<file path="config.mk">
export PLATFORM = sky130hd
export DESIGN_NAME = writeback_unit_flat
export DESIGN_NICKNAME = d
export VERILOG_FILES = /design/src/rtl/wb_pkg.sv /design/src/rtl/writeback_unit_if.sv /design/src/rtl/wb_scoreboard.sv /design/src/rtl/writeback_unit.sv /design/src/flat_wrapper.sv
export SDC_FILE = /design/constraint.sdc
export NUM_CORES = 1
export LEC_CHECK = 0
export CAP_MARGIN = 30
export CORE_UTILIZATION = 56
export CTS_CLUSTER_SIZE = 24
export DETAILED_ROUTE_END_ITERATION = 16
export PLACE_DENSITY = 0.87
export REMOVE_ABC_BUFFERS = 1
export SLEW_MARGIN = 40
export SYNTH_ARGS = -nofsm -noshare
export SYNTH_HDL_FRONTEND = slang
export SYNTH_HIERARCHICAL = 1
export SYNTH_SLANG_ARGS = --single-unit
</file>
<file path="constraint.sdc">
create_clock -name CLK -period 6.2 [get_ports CLK]
set_clock_uncertainty 0.15 [all_clocks]
set_input_delay 1.55 -clock CLK [delete_from_list [all_inputs] [get_ports CLK]]
set_output_delay 1.55 -clock CLK [all_outputs]
set_load 0.05 [all_outputs]
</file>
<file path="src/rtl/wb_pkg.sv">
// Shared constants for the writeback stage: default widths, register-address
// width, writeback source selects and the hardwired-zero register index.
package wb_pkg;

  localparam int unsigned DATA_W   = 16;
  localparam int unsigned PC_W     = 16;
  localparam int unsigned REG_AW   = 3;
  localparam int unsigned NUM_REGS = 1 << REG_AW;

  typedef logic [REG_AW-1:0] reg_addr_t;

  localparam logic WB_SEL_ALU = 1'b0;
  localparam logic WB_SEL_MEM = 1'b1;

  localparam reg_addr_t R0_IDX = '0;

endpackage

</file>
<file path="src/rtl/writeback_unit_if.sv">
// Writeback bus: retire/issue control from the decode register chain and the
// operand read/hazard results returned to decode.
interface writeback_unit_if #(
  parameter int unsigned DATA_W = wb_pkg::DATA_W,
  parameter int unsigned PC_W   = wb_pkg::PC_W
);
  import wb_pkg::*;

  reg_addr_t         writeAd_IN;
  logic              write_IN;
  logic              ADR_MUX_IN;
  logic              PC_load_IN;
  logic [DATA_W-1:0] aluData_IN;
  logic [DATA_W-1:0] memData_IN;
  logic              stall_IN;
  reg_addr_t         issueAd_IN;
  logic              issue_IN;
  reg_addr_t         readAdA_IN;
  reg_addr_t         readAdB_IN;
  logic [DATA_W-1:0] readDataA_OUT;
  logic [DATA_W-1:0] readDataB_OUT;
  logic [PC_W-1:0]   PC_OUT;
  logic              hazard_OUT;

  modport master (
    output writeAd_IN, write_IN, ADR_MUX_IN, PC_load_IN, aluData_IN, memData_IN,
           stall_IN, issueAd_IN, issue_IN, readAdA_IN, readAdB_IN,
    input  readDataA_OUT, readDataB_OUT, PC_OUT, hazard_OUT
  );

  modport slave (
    input  writeAd_IN, write_IN, ADR_MUX_IN, PC_load_IN, aluData_IN, memData_IN,
           stall_IN, issueAd_IN, issue_IN, readAdA_IN, readAdB_IN,
    output readDataA_OUT, readDataB_OUT, PC_OUT, hazard_OUT
  );

endinterface

</file>
<file path="src/rtl/wb_scoreboard.sv">
// Pending-write scoreboard: one bit per register, set on issue, cleared on
// retire (set wins on collision), plus hazard lookup for two read ports.
// Optional feature macro: WB_BYPASS_EN (same-cycle forwarding masks hazards).
module wb_scoreboard
  import wb_pkg::*;
(
  input  logic      CLK,
  input  logic      RST,
  input  logic      issue_i,
  input  reg_addr_t issue_ad_i,
  input  logic      write_i,
  input  reg_addr_t write_ad_i,
  input  reg_addr_t rd_ad_a_i,
  input  reg_addr_t rd_ad_b_i,
  output logic      byp_a_o,
  output logic      byp_b_o,
  output logic      hazard_o
);

  logic [NUM_REGS-1:0] pending_q, pending_d;

  // Next pending vector: clear first so a same-register issue overrides it.
  always_comb begin
    pending_d = pending_q;
    if (write_i) begin
      pending_d[write_ad_i] = 1'b0;
    end
    if (issue_i && (issue_ad_i != R0_IDX)) begin
      pending_d[issue_ad_i] = 1'b1;
    end
  end

  // Pending vector register.
  always_ff @(posedge CLK or posedge RST) begin
    if (RST) begin
      pending_q <= '0;
    end else begin
      pending_q <= pending_d;
    end
  end

`ifdef WB_BYPASS_EN
  // A retiring write to a read address forwards this cycle, so no stall needed.
  assign byp_a_o = write_i && (write_ad_i == rd_ad_a_i) && (rd_ad_a_i != R0_IDX);
  assign byp_b_o = write_i && (write_ad_i == rd_ad_b_i) && (rd_ad_b_i != R0_IDX);
`else
  assign byp_a_o = 1'b0;
  assign byp_b_o = 1'b0;
`endif

  assign hazard_o = ((rd_ad_a_i != R0_IDX) && pending_q[rd_ad_a_i] && !byp_a_o) ||
                    ((rd_ad_b_i != R0_IDX) && pending_q[rd_ad_b_i] && !byp_b_o);

endmodule

</file>
<file path="src/rtl/writeback_unit.sv">
// Final pipeline stage: selects writeback data, commits it to an 8-entry
// register file (R0 hardwired to zero) and the PC, and reports RAW hazards.
// Optional feature macro: WB_BYPASS_EN (forwarding handled in wb_scoreboard).
module writeback_unit #(
  parameter int unsigned DATA_W = wb_pkg::DATA_W,
  parameter int unsigned PC_W   = wb_pkg::PC_W
) (
  input logic             CLK,
  input logic             RST,
  writeback_unit_if.slave wb
);
  import wb_pkg::*;

  logic [DATA_W-1:0] wb_data;
  logic [PC_W-1:0]   wb_pc;
  logic [DATA_W-1:0] rf_q [NUM_REGS];
  logic [PC_W-1:0]   pc_q;
  logic [DATA_W-1:0] rd_a, rd_b;
  logic              byp_a, byp_b;
  logic              hazard;

  assign wb_data = (wb.ADR_MUX_IN == WB_SEL_MEM) ? wb.memData_IN : wb.aluData_IN;

  // PC load value: zero-extend or truncate writeback data to PC width.
  if (PC_W > DATA_W) begin : g_pc_ext
    assign wb_pc = {{(PC_W - DATA_W){1'b0}}, wb_data};
  end else begin : g_pc_trunc
    assign wb_pc = wb_data[PC_W-1:0];
  end

  // Register file write; R0 is never written and stays at its reset value.
  always_ff @(posedge CLK or posedge RST) begin
    if (RST) begin
      for (int i = 0; i < NUM_REGS; i++) begin
        rf_q[i] <= '0;
      end
    end else if (wb.write_IN && (wb.writeAd_IN != R0_IDX)) begin
      rf_q[wb.writeAd_IN] <= wb_data;
    end
  end

  // Program counter: load beats increment, stall holds.
  always_ff @(posedge CLK or posedge RST) begin
    if (RST) begin
      pc_q <= '0;
    end else if (wb.PC_load_IN) begin
      pc_q <= wb_pc;
    end else if (!wb.stall_IN) begin
      pc_q <= pc_q + PC_W'(1);
    end
  end

  // Operand reads: R0 reads zero, forwarded data replaces stored contents.
  always_comb begin
    rd_a = '0;
    rd_b = '0;
    if (wb.readAdA_IN != R0_IDX) begin
      rd_a = rf_q[wb.readAdA_IN];
    end
    if (wb.readAdB_IN != R0_IDX) begin
      rd_b = rf_q[wb.readAdB_IN];
    end
    if (byp_a) begin
      rd_a = wb_data;
    end
    if (byp_b) begin
      rd_b = wb_data;
    end
  end

  wb_scoreboard u_scoreboard (
    .CLK        (CLK),
    .RST        (RST),
    .issue_i    (wb.issue_IN),
    .issue_ad_i (wb.issueAd_IN),
    .write_i    (wb.write_IN),
    .write_ad_i (wb.writeAd_IN),
    .rd_ad_a_i  (wb.readAdA_IN),
    .rd_ad_b_i  (wb.readAdB_IN),
    .byp_a_o    (byp_a),
    .byp_b_o    (byp_b),
    .hazard_o   (hazard)
  );

  assign wb.readDataA_OUT = rd_a;
  assign wb.readDataB_OUT = rd_b;
  assign wb.PC_OUT        = pc_q;
  assign wb.hazard_OUT    = hazard;

endmodule

</file>
<file path="src/flat_wrapper.sv">
// flat-port wrapper written by rule: the top's interface ports become plain ports
module writeback_unit_flat import wb_pkg::*;
#(
  parameter int unsigned DATA_W = wb_pkg::DATA_W,
  parameter int unsigned PC_W   = wb_pkg::PC_W
)
  (CLK, RST, wb_writeAd_IN, wb_write_IN, wb_ADR_MUX_IN, wb_PC_load_IN, wb_aluData_IN, wb_memData_IN, wb_stall_IN, wb_issueAd_IN, wb_issue_IN, wb_readAdA_IN, wb_readAdB_IN, wb_readDataA_OUT, wb_readDataB_OUT, wb_PC_OUT, wb_hazard_OUT);
  writeback_unit_if #(.DATA_W(DATA_W), .PC_W(PC_W)) wb_i ();
  input logic CLK;
  input logic RST;
  input wire logic [$bits(wb_i.writeAd_IN)-1:0] wb_writeAd_IN;
  input wire logic [$bits(wb_i.write_IN)-1:0] wb_write_IN;
  input wire logic [$bits(wb_i.ADR_MUX_IN)-1:0] wb_ADR_MUX_IN;
  input wire logic [$bits(wb_i.PC_load_IN)-1:0] wb_PC_load_IN;
  input wire logic [$bits(wb_i.aluData_IN)-1:0] wb_aluData_IN;
  input wire logic [$bits(wb_i.memData_IN)-1:0] wb_memData_IN;
  input wire logic [$bits(wb_i.stall_IN)-1:0] wb_stall_IN;
  input wire logic [$bits(wb_i.issueAd_IN)-1:0] wb_issueAd_IN;
  input wire logic [$bits(wb_i.issue_IN)-1:0] wb_issue_IN;
  input wire logic [$bits(wb_i.readAdA_IN)-1:0] wb_readAdA_IN;
  input wire logic [$bits(wb_i.readAdB_IN)-1:0] wb_readAdB_IN;
  output wire logic [$bits(wb_i.readDataA_OUT)-1:0] wb_readDataA_OUT;
  output wire logic [$bits(wb_i.readDataB_OUT)-1:0] wb_readDataB_OUT;
  output wire logic [$bits(wb_i.PC_OUT)-1:0] wb_PC_OUT;
  output wire logic [$bits(wb_i.hazard_OUT)-1:0] wb_hazard_OUT;
  assign wb_i.writeAd_IN = wb_writeAd_IN;
  assign wb_i.write_IN = wb_write_IN;
  assign wb_i.ADR_MUX_IN = wb_ADR_MUX_IN;
  assign wb_i.PC_load_IN = wb_PC_load_IN;
  assign wb_i.aluData_IN = wb_aluData_IN;
  assign wb_i.memData_IN = wb_memData_IN;
  assign wb_i.stall_IN = wb_stall_IN;
  assign wb_i.issueAd_IN = wb_issueAd_IN;
  assign wb_i.issue_IN = wb_issue_IN;
  assign wb_i.readAdA_IN = wb_readAdA_IN;
  assign wb_i.readAdB_IN = wb_readAdB_IN;
  assign wb_readDataA_OUT = wb_i.readDataA_OUT;
  assign wb_readDataB_OUT = wb_i.readDataB_OUT;
  assign wb_PC_OUT = wb_i.PC_OUT;
  assign wb_hazard_OUT = wb_i.hazard_OUT;
  writeback_unit #(.DATA_W(DATA_W), .PC_W(PC_W)) u_core (.CLK(CLK), .RST(RST), .wb(wb_i));
endmodule
</file>
Word level (Yosys, flattened, before mapping)
Cells that the tools add are included.
{"block": "op_classes", "n_addsub": 1, "n_mul": 0, "div": 0, "order_cmp": 10, "eq_ne": 1, "shift": 0, "muxes": 24, "bitwise_logic": 6, "reduce_logical": 12}
{"operator": "2-to-1 mux 16 bit", "count": 10}
{"operator": "bitwise mux 128 bit", "count": 1}
{"operator": "binary-select mux 16 bit (select 3 bit)", "count": 2}
{"operator": "demux 16 bit (select 3 bit)", "count": 1}
{"operator": "adder 16 x 1 -> 16 bit, second input constant", "count": 1}
{"operator": "less-than comparator 3 x 4 -> 1 bit, second input constant", "count": 4}
{"operator": "2-to-1 mux 8 bit", "count": 2}
{"operator": "greater-or-equal comparator 4 bit, second input constant", "count": 3}
{"operator": "inverter 3 -> 4 bit", "count": 3}
{"operator": "nonzero test 3 bit", "count": 4}
{"operator": "bitwise AND 8 bit", "count": 1}
{"operator": "inverter 8 bit", "count": 1}
{"operator": "OR 8 bit", "count": 1}
{"operator": "logical AND 1 bit", "count": 7}
{"operator": "binary-select mux 1 bit (select 3 bit)", "count": 2}
{"operator": "demux 1 bit (select 3 bit)", "count": 2}
{"operator": "greater-or-equal comparator 3 x 1 -> 1 bit, second input constant", "count": 2}
{"operator": "less-than comparator 4 x 1 -> 1 bit, second input constant", "count": 1}
{"operator": "2-to-1 mux 1 bit", "count": 4}
{"operator": "inequality test 2 bit, second input constant", "count": 1}
{"operator": "logical OR 1 bit", "count": 1}
{"block": "word_totals", "ff_bits": 152, "latchBits": 0, "ramBits": 0, "mem_bits_ro": 0, "out_inout_bits": 49, "elab_cells": 64, "mem_count": 0}

Longest topological paths before layout
Gate-level depths: netlist of the first run.
{"block": "depth", "word_depth": 9, "mapped_depth": 8}

By module
Netlist of the first run, hierarchy kept.
{"module": "writeback_unit", "instances": 1, "cells_each": 696, "area_each_um2": 7159.4}
{"module": "wb_scoreboard", "instances": 1, "cells_each": 48, "area_each_um2": 450.4}

Worst setup path after synthesis of the first run
Ideal clock, no wire load.
{"block": "synth_path", "kind": "in2out", "start": "input wb_readAdB_IN[0]", "end": "output wb_readDataB_OUT[3]", "arrival_ns": 3.429, "slack_ns": 1.071, "stages": 5, "path_buffers": 2, "cell_sequence": "buf_2 > buf_4 > mux4_2 > nor2_1 > a211oi_1"}
{"block": "synth_via", "elab_chain_cells": 5, "elab_cells_between_ends": 6, "classes_between": "4 x mux; 1 x bitwise; 1 x reduce/logical"}
{"element": "start, declared", "line": "flat_wrapper.sv:21", "text": "input wire logic [$bits(wb_i.readAdB_IN)-1:0] wb_readAdB_IN;"}
{"element": "inverter 3 -> 4 bit (not written as such)", "line": "writeback_unit.sv:61", "text": "rd_b = rf_q[wb.readAdB_IN];"}
{"element": "binary-select mux 16 bit (select 3 bit)", "line": "writeback_unit.sv:61"}
{"element": "2-to-1 mux 16 bit (not written as such) (2 in series)", "line": "writeback_unit.sv:61"}
{"element": "2-to-1 mux 16 bit (*)", "line": "writeback_unit.sv:60", "text": "if (wb.readAdB_IN != R0_IDX) begin"}
{"element": "end, declared", "line": "flat_wrapper.sv:23", "text": "output wire logic [$bits(wb_i.readDataB_OUT)-1:0] wb_readDataB_OUT;"}
Every way passes the cells marked *; elsewhere a longest branch is shown, timed or not. The select of a mux whose other input is x is not followed.

Worst setup path in the final report of the first run
{"block": "layout_path", "start": "input wb_readAdB_IN[1]", "end": "output wb_readDataB_OUT[7]"}
Same word-level chain as after synthesis.

==> flow_metrics.tcl, run 1 <==
set metrics [dict create \
    status "completed" \
    routed_wl_um 21900 \
    hpwlAfterDp_um 13800 \
    grt_usage_pct 32.5 \
    tritoncts "yes" \
    area_growth_pct 25.4 \
    yosys.area.top_type "dfrtp_1" \
    synth_cell_types 53 \
    async_flop_share_pct 100 \
    yosysMostFrequentCell "dfrtp_1" \
    cts_root_buf "clkbuf_16" \
    dr.pass1.iters 5 \
    htreeDepth 4 \
    multi_input_area_um2 3960 \
    drive_above_1_share_pct 17.4 \
    grt_max_degree 62 \
    min_path_type "flip-flop to flip-flop" \
    syn-cell-area_um2 7610 \
    grt_overflow 0 \
    vias_per_cell 6.57 \
    cts.clk_slew.worst_paths_ns 0.05 \
    fin_nets 875 \
    cts.path.max_buffers 2 \
    num_rows 42 \
    start_util_pct 57.5 \
    reg2regPathDepth 5 \
    yosysWarnings 6 \
    cp_data_required_time_ns 4.50 \
    finalHoldViolations 0 \
    tns_ns 0 \
    antenna_left 0 \
    ff2ff_setup_slack_ns 4.24 \
    finalPower_mw 3.05 \
    peakVddDrop_mv 0.186 \
    drtIter0Drc 734 \
    grt_setup_unrepaired "no" \
    syn_inst 744 \
    slew_headroom_pct 47.4 \
    clock_latency_ns 0.42 \
    antenna_found_initial 0 \
    regToRegStartpoint "u_core/wb.PC_OUT[0]" \
    worstSetupStartpointType "input pin" \
    n_antenna_cell 0 \
    r2r_end "u_core/wb.PC_OUT[14]" \
    num-fill-cells 882 \
    cts_sinks 135 \
    period_share_pct 87.0 \
    synth_top_cell_area_share_pct 44.4 \
    grt_pass1_vias 6929 \
    avgRoutedWirePerCell_um 21.7 \
    powerDensity_nw_per_um2 319 \
    critPathCapture "wb_readDataB_OUT[7]" \
    post_synth.cell_area_avg_um2 10.2 \
    cap_violations 0 \
    seqCellArea_um2 3380 \
    p_leak_nw 3.94 \
    yosysSeqAreaShare_pct 44.4 \
    gp_congestion 0.874 \
    die-area_um2 14100 \
    drv_slew 0 \
    crit_fanout 15 \
    synth_top_cells_by_count "135 x dfrtp_1, 106 x nand2_1, 78 x o21ai_0, 60 x a21oi_1, 57 x nor2_1" \
    port_buffers 99 \
    yosys_most_used_dff "dfrtp_1" \
    core_area_um2 13200 \
    hold_buffers 0 \
    cts_buffers 17 \
    tightest_slew_ns 0.788 \
    grt_first_pass_wirelength_um 34900 \
    setup_violations 0 \
    cts-resized-gates 0 \
    worstSetupEndpointType "output port" \
    netlist_top_cells_area "dfrtp_1 44%, mux4_2 9.8%, nand2_1 5.2%, o21ai_0 5.1%, mux2_1 4.1%" \
    io_pins 100 \
    min_period_ns 5.39 \
    worstPathArrival_ns 3.69 \
    worstSetupPathType "input pin to output port" \
    die_height_um 119 \
    synth-edff-count 0 \
    critPathLaunch "wb_readAdB_IN[1]" \
    post-route-util_pct 72.1 \
    fmax_mhz 185 \
    postCtsSetupBuffers 0 \
    die_w_um 119 \
    route.detailed.drc 0 \
    yosys_register_bits 135 \
    via_count 6634 \
]
kinds of logic (layout without fill, tap and decap cells):
family	count (synthesis)	after routing	synth area share, %
AOI/OAI and AO/OA	219	219	16.8
and+or+nand+nor	207	207	12.6
DFF	135	135	44.4
muxes	104	104	20.2
buffers and inverters	63	152	4.19
xor gates and xnor gates	14	14	1.61
adders and majority gates	1	1	0.164
other	1	2	0.0493
layout by cell type, fill, tap and decap left out, drive strengths merged, types with 32 or more instances in the layout:
cell	Yosys	layout
mux2i	39	39
nand2	106	106
a21oi	60	60
dfrtp	135	135
o21ai	101	101
mux2	32	32
buf	33	55
mux4	33	33
clkdlybuf4s50	0	63
nor2	57	57
metrics by stage:
| stage | std cells | cell area (um^2) | setup WS, ns | hold slack (ns) |
|---|---|---|---|---|
| after floorplan | 686 | 7310 | 1.09 | 0.311 |
| after global placement | 980 | 9010 | 0.938 | 0.323 |
| after detailed placement | 980 | 9010 | 0.878 | 0.345 |
| after CTS | 1010 | 9530 | 0.855 | 0.355 |
| after global routing | 1010 | 9540 | 0.753 | 0.377 |
| final | 1010 | 9540 | 0.806 | 0.355 |
worst max-delay path, cell delays in order:
cell             delay [ns]
clkdlybuf4s50_1        0.68
or2_1                  0.68
a221oi_1               0.14
a211oi_1               0.44
buf_12                 0.20
power breakdown:
| part | leakage, nW | switching [mW] | total [mW] | internal [mW] |
|---|---|---|---|---|
| Sequential | 1.61 | 0.155 | 1.21 | 1.06 |
| Clock | 0.260 | 0.356 | 0.902 | 0.546 |
| Combinational | 2.08 | 0.504 | 0.933 | 0.428 |
| Total | 3.94 | 1.02 | 3.05 | 2.03 |
cell type report:
class	count	share of cell area, %
tap	176	2.31
timing repair buffer	118	15.2
inverter	4	0.184
clock inverter	4	0.210
clock buffer	26	5.23
sequential	135	35.4
multi-input combinational	547	41.5
how the worst min path moves through the flow:
stage               slack (ns)  depth (start not counted)       startpoint         endpoint
CTS                       0.36                          2  u_core/rf_q[46]  u_core/rf_q[46]
global route              0.38                          2  u_core/rf_q[70]  u_core/rf_q[70]
finish                    0.36                          2   u_core/rf_q[6]   u_core/rf_q[6]
global placement          0.32                          2   u_core/rf_q[8]   u_core/rf_q[8]
floorplan                 0.31                          2  u_core/rf_q[16]  u_core/rf_q[16]
detailed placement        0.35                          2  u_core/rf_q[39]  u_core/rf_q[39]
flip-flops by register name, summed over array words and instances (netlist names):
name and flops:
u_core/wb.PC_OUT 16, u_core/u_scoreboard/pending_q 7, u_core/rf_q 112
layer usage:
| layer | routed length (um) | GRT usage (%) | vias to the layer above |
|---|---|---|---|
| li1 | - | - | 2857 |
| met1 | 8260 | 40.2 | 3224 |
| met2 | 10600 | 51.2 | 471 |
| met3 | 2230 | 7.53 | 82 |
| met4 | 794 | 21.1 | 0 |
| met5 | 0 | 0 | - |
No activity file was read; power rests on OpenSTA's default activity.
==> run 2, diff against run 1 <==
--- a/config.mk
+++ b/config.mk
@@ -5,8 +5,9 @@
 export SDC_FILE = /design/constraint.sdc
 export NUM_CORES = 1
 export LEC_CHECK = 0
+export ABC_AREA = 1
 export CAP_MARGIN = 30
-export CORE_UTILIZATION = 56
+export CORE_UTILIZATION = 57
 export CTS_CLUSTER_SIZE = 24
 export DETAILED_ROUTE_END_ITERATION = 16
 export PLACE_DENSITY = 0.87
==> flow_metrics.tcl, run 2 <==
set metrics [dict create \
    finalNonFillerCells 1540 \
    cap_violations 0 \
    postCtsSetupBuffers 0 \
    clock_latency_ns 0.43 \
    yosys.area.top_type "dfrtp_1" \
    grt_first_pass_wirelength_um 42400 \
    grt_overflow 0 \
    route.detailed.drc 0 \
    synth_cell_types 35 \
    final_cell_mix "488 x nand2_1, 138 x inv_1, 135 x dfrtp_1" \
    setup_violations 0 \
    antenna_found_initial 0 \
    tns_ns 0 \
    netlist_top_cells_area "dfrtp_1 40%, nand2_1 22%, o21ai_0 7.0%, inv_1 6.2%, nand3_1 5.6%" \
    die-area_um2 15300 \
    cts.clk_slew.worst_paths_ns 0.06 \
    drive_above_1_share_pct 9.51 \
    crit_fanout 19 \
    dp_cells 1508 \
    synth_top_cell_area_share_pct 40.0 \
    cts-resized-gates 0 \
    drv_slew 0 \
    largest_reg_flops 112 \
    vias_per_cell 5.95 \
    area_growth_pct 20.4 \
    p_leak_nw 5.02 \
    async_flop_share_pct 100 \
    yosys_most_used_dff "dfrtp_1" \
    max_stage_delay_ns 0.65 \
    yosysMostFrequentCell "nand2_1" \
    slew_headroom_pct 42.5 \
    status "completed" \
    syn-cell-area_um2 8450 \
    post-route-util_pct 70.3 \
    worstPathArrival_ns 3.76 \
    mostFrequentLayoutCell "nand2_1" \
    powerDensity_nw_per_um2 310 \
    yosysSeqAreaShare_pct 40.0 \
    min_path_type "flip-flop to flip-flop" \
    n_antenna_cell 0 \
    io_pins 100 \
    crit_buf_inv 4 \
    min_period_ns 5.46 \
    port_buffers 99 \
    worstSetupStartpointType "input pin" \
    drtIter0Drc 1395 \
    slowest_stage "clkdlybuf4s50_1" \
    grt_pass1_vias 8743 \
    critical-path-top-delay-family "buffers and inverters" \
    num-fill-cells 1130 \
    start_util_pct 58.4 \
    tightest_slew_ns 0.861 \
    hpwlAfterDp_um 17300 \
    hold_buffers 0 \
    grt_max_degree 82 \
    htreeDepth 4 \
    finalHoldViolations 0 \
    antenna_left 0 \
    critPathMostFrequentCell "inv_2" \
    fmax_mhz 183 \
    routed_wl_um 26900 \
    regMostFlops "u_core/rf_q" \
    num_rows 44 \
    post_synth.cell_area_avg_um2 6.68 \
    hold_ws_ns 0.337 \
    syn_inst 1265 \
    cts_buffers 17 \
    worstSetupPathType "input pin to output port" \
    worstPathCellList "clkdlybuf4s50_1 > inv_2 > nor2_4 > inv_2 > o21ai_0 > nand2_1 > a21oi_1 > buf_4" \
    tritoncts "yes" \
    worstSetupEndpointType "output port" \
    die_w_um 124 \
    cts_sinks 135 \
    period_share_pct 88.1 \
    cp_data_required_time_ns 4.50 \
    grt_usage_pct 36.9 \
    cts_root_buf "clkbuf_16" \
    fin_nets 1395 \
    yosysWarnings 6 \
    via_count 9167 \
    core_area_um2 14500 \
    avgRoutedWirePerCell_um 17.5 \
    dr.pass1.iters 7 \
    cts.path.max_buffers 2 \
    grt_setup_unrepaired "no" \
    die_height_um 124 \
    synth-edff-count 0 \
    peakVddDrop_mv 0.211 \
    synth_top_cells_by_count "488 x nand2_1, 139 x inv_1, 135 x dfrtp_1, 118 x o21ai_0, 95 x nand3_1" \
    gp_congestion 0.976 \
    yosys_register_bits 135 \
]
run 2: kinds of logic after synthesis:
logic type	synth area share (%)
fa+ha+maj	0.148
compound gates	14.6
xor+xnor	0.518
simple gates	33.7
buf+inv	10.8
other cells	0.0444
mux	0.266
flops	40.0
run 2: worst register-to-register path, stage by stage (launching register included):
cell and delay (ns):
dfrtp_1 0.44, ha_1 0.22, nand3_1 0.17, nor2_1 0.26
nand3_1 0.12, nand2_1 0.08, nand2_1 0.05, nand2_1 0.05
nand2_1 0.06
run 2: layer usage:
layer	up-vias	share of wire [%]	global-route usage [%]
li1	4157	-	-
met1	4136	36	43.8
met2	711	46	59.9
met3	163	12	7.78
met4	0	6.3	25.4
met5	-	0	0
run 2: cell type report:
class / instances / area, um^2 / area share, %
clock buffers: 19 / 453 / 4.45
clock inverters: 13 / 201 / 1.98
inverters: 157 / 594 / 5.84
multi-input cells: 917 / 4170 / 41.0
flip-flops and latches: 135 / 3380 / 33.2
well taps: 184 / 230 / 2.26
repair buffers: 115 / 1150 / 11.3
run 2: worst paths after layout:
path                                                         end  slack [ns]           startpoint  depth (start not counted)
min in group asynchronous       u_core/u_scoreboard/pending_q[4]        1.35                  RST                          2
max in group asynchronous                        u_core/rf_q[42]        3.51                  RST                          3
worst max register to register              u_core/wb.PC_OUT[14]        4.48  u_core/wb.PC_OUT[0]                          8
worst min-delay path                             u_core/rf_q[48]        0.34      u_core/rf_q[48]                          2
worst min register to register                   u_core/rf_q[48]        0.34      u_core/rf_q[48]                          2
worst max-delay path                        wb_readDataB_OUT[15]        0.74     wb_readAdB_IN[1]                          8
run 2: report_power, final:
part | internal (mW) | switching, mW | leakage [nW]
registers | 1.06 | 0.114 | 1.67
clock network | 0.732 | 0.393 | 0.315
logic | 0.288 | 0.578 | 3.04
total | 2.07 | 1.08 | 5.02
run 2: per-stage QoR:
stage	area (um^2)	setup WS [ns]	total power [mW]
after CTS	10200	0.832	3.13
after global routing	10200	0.702	3.30
final	10200	0.739	3.16
after global placement	9510	0.878	1.98
after detailed placement	9520	0.841	2.01
after floorplan	8130	1.09	1.70
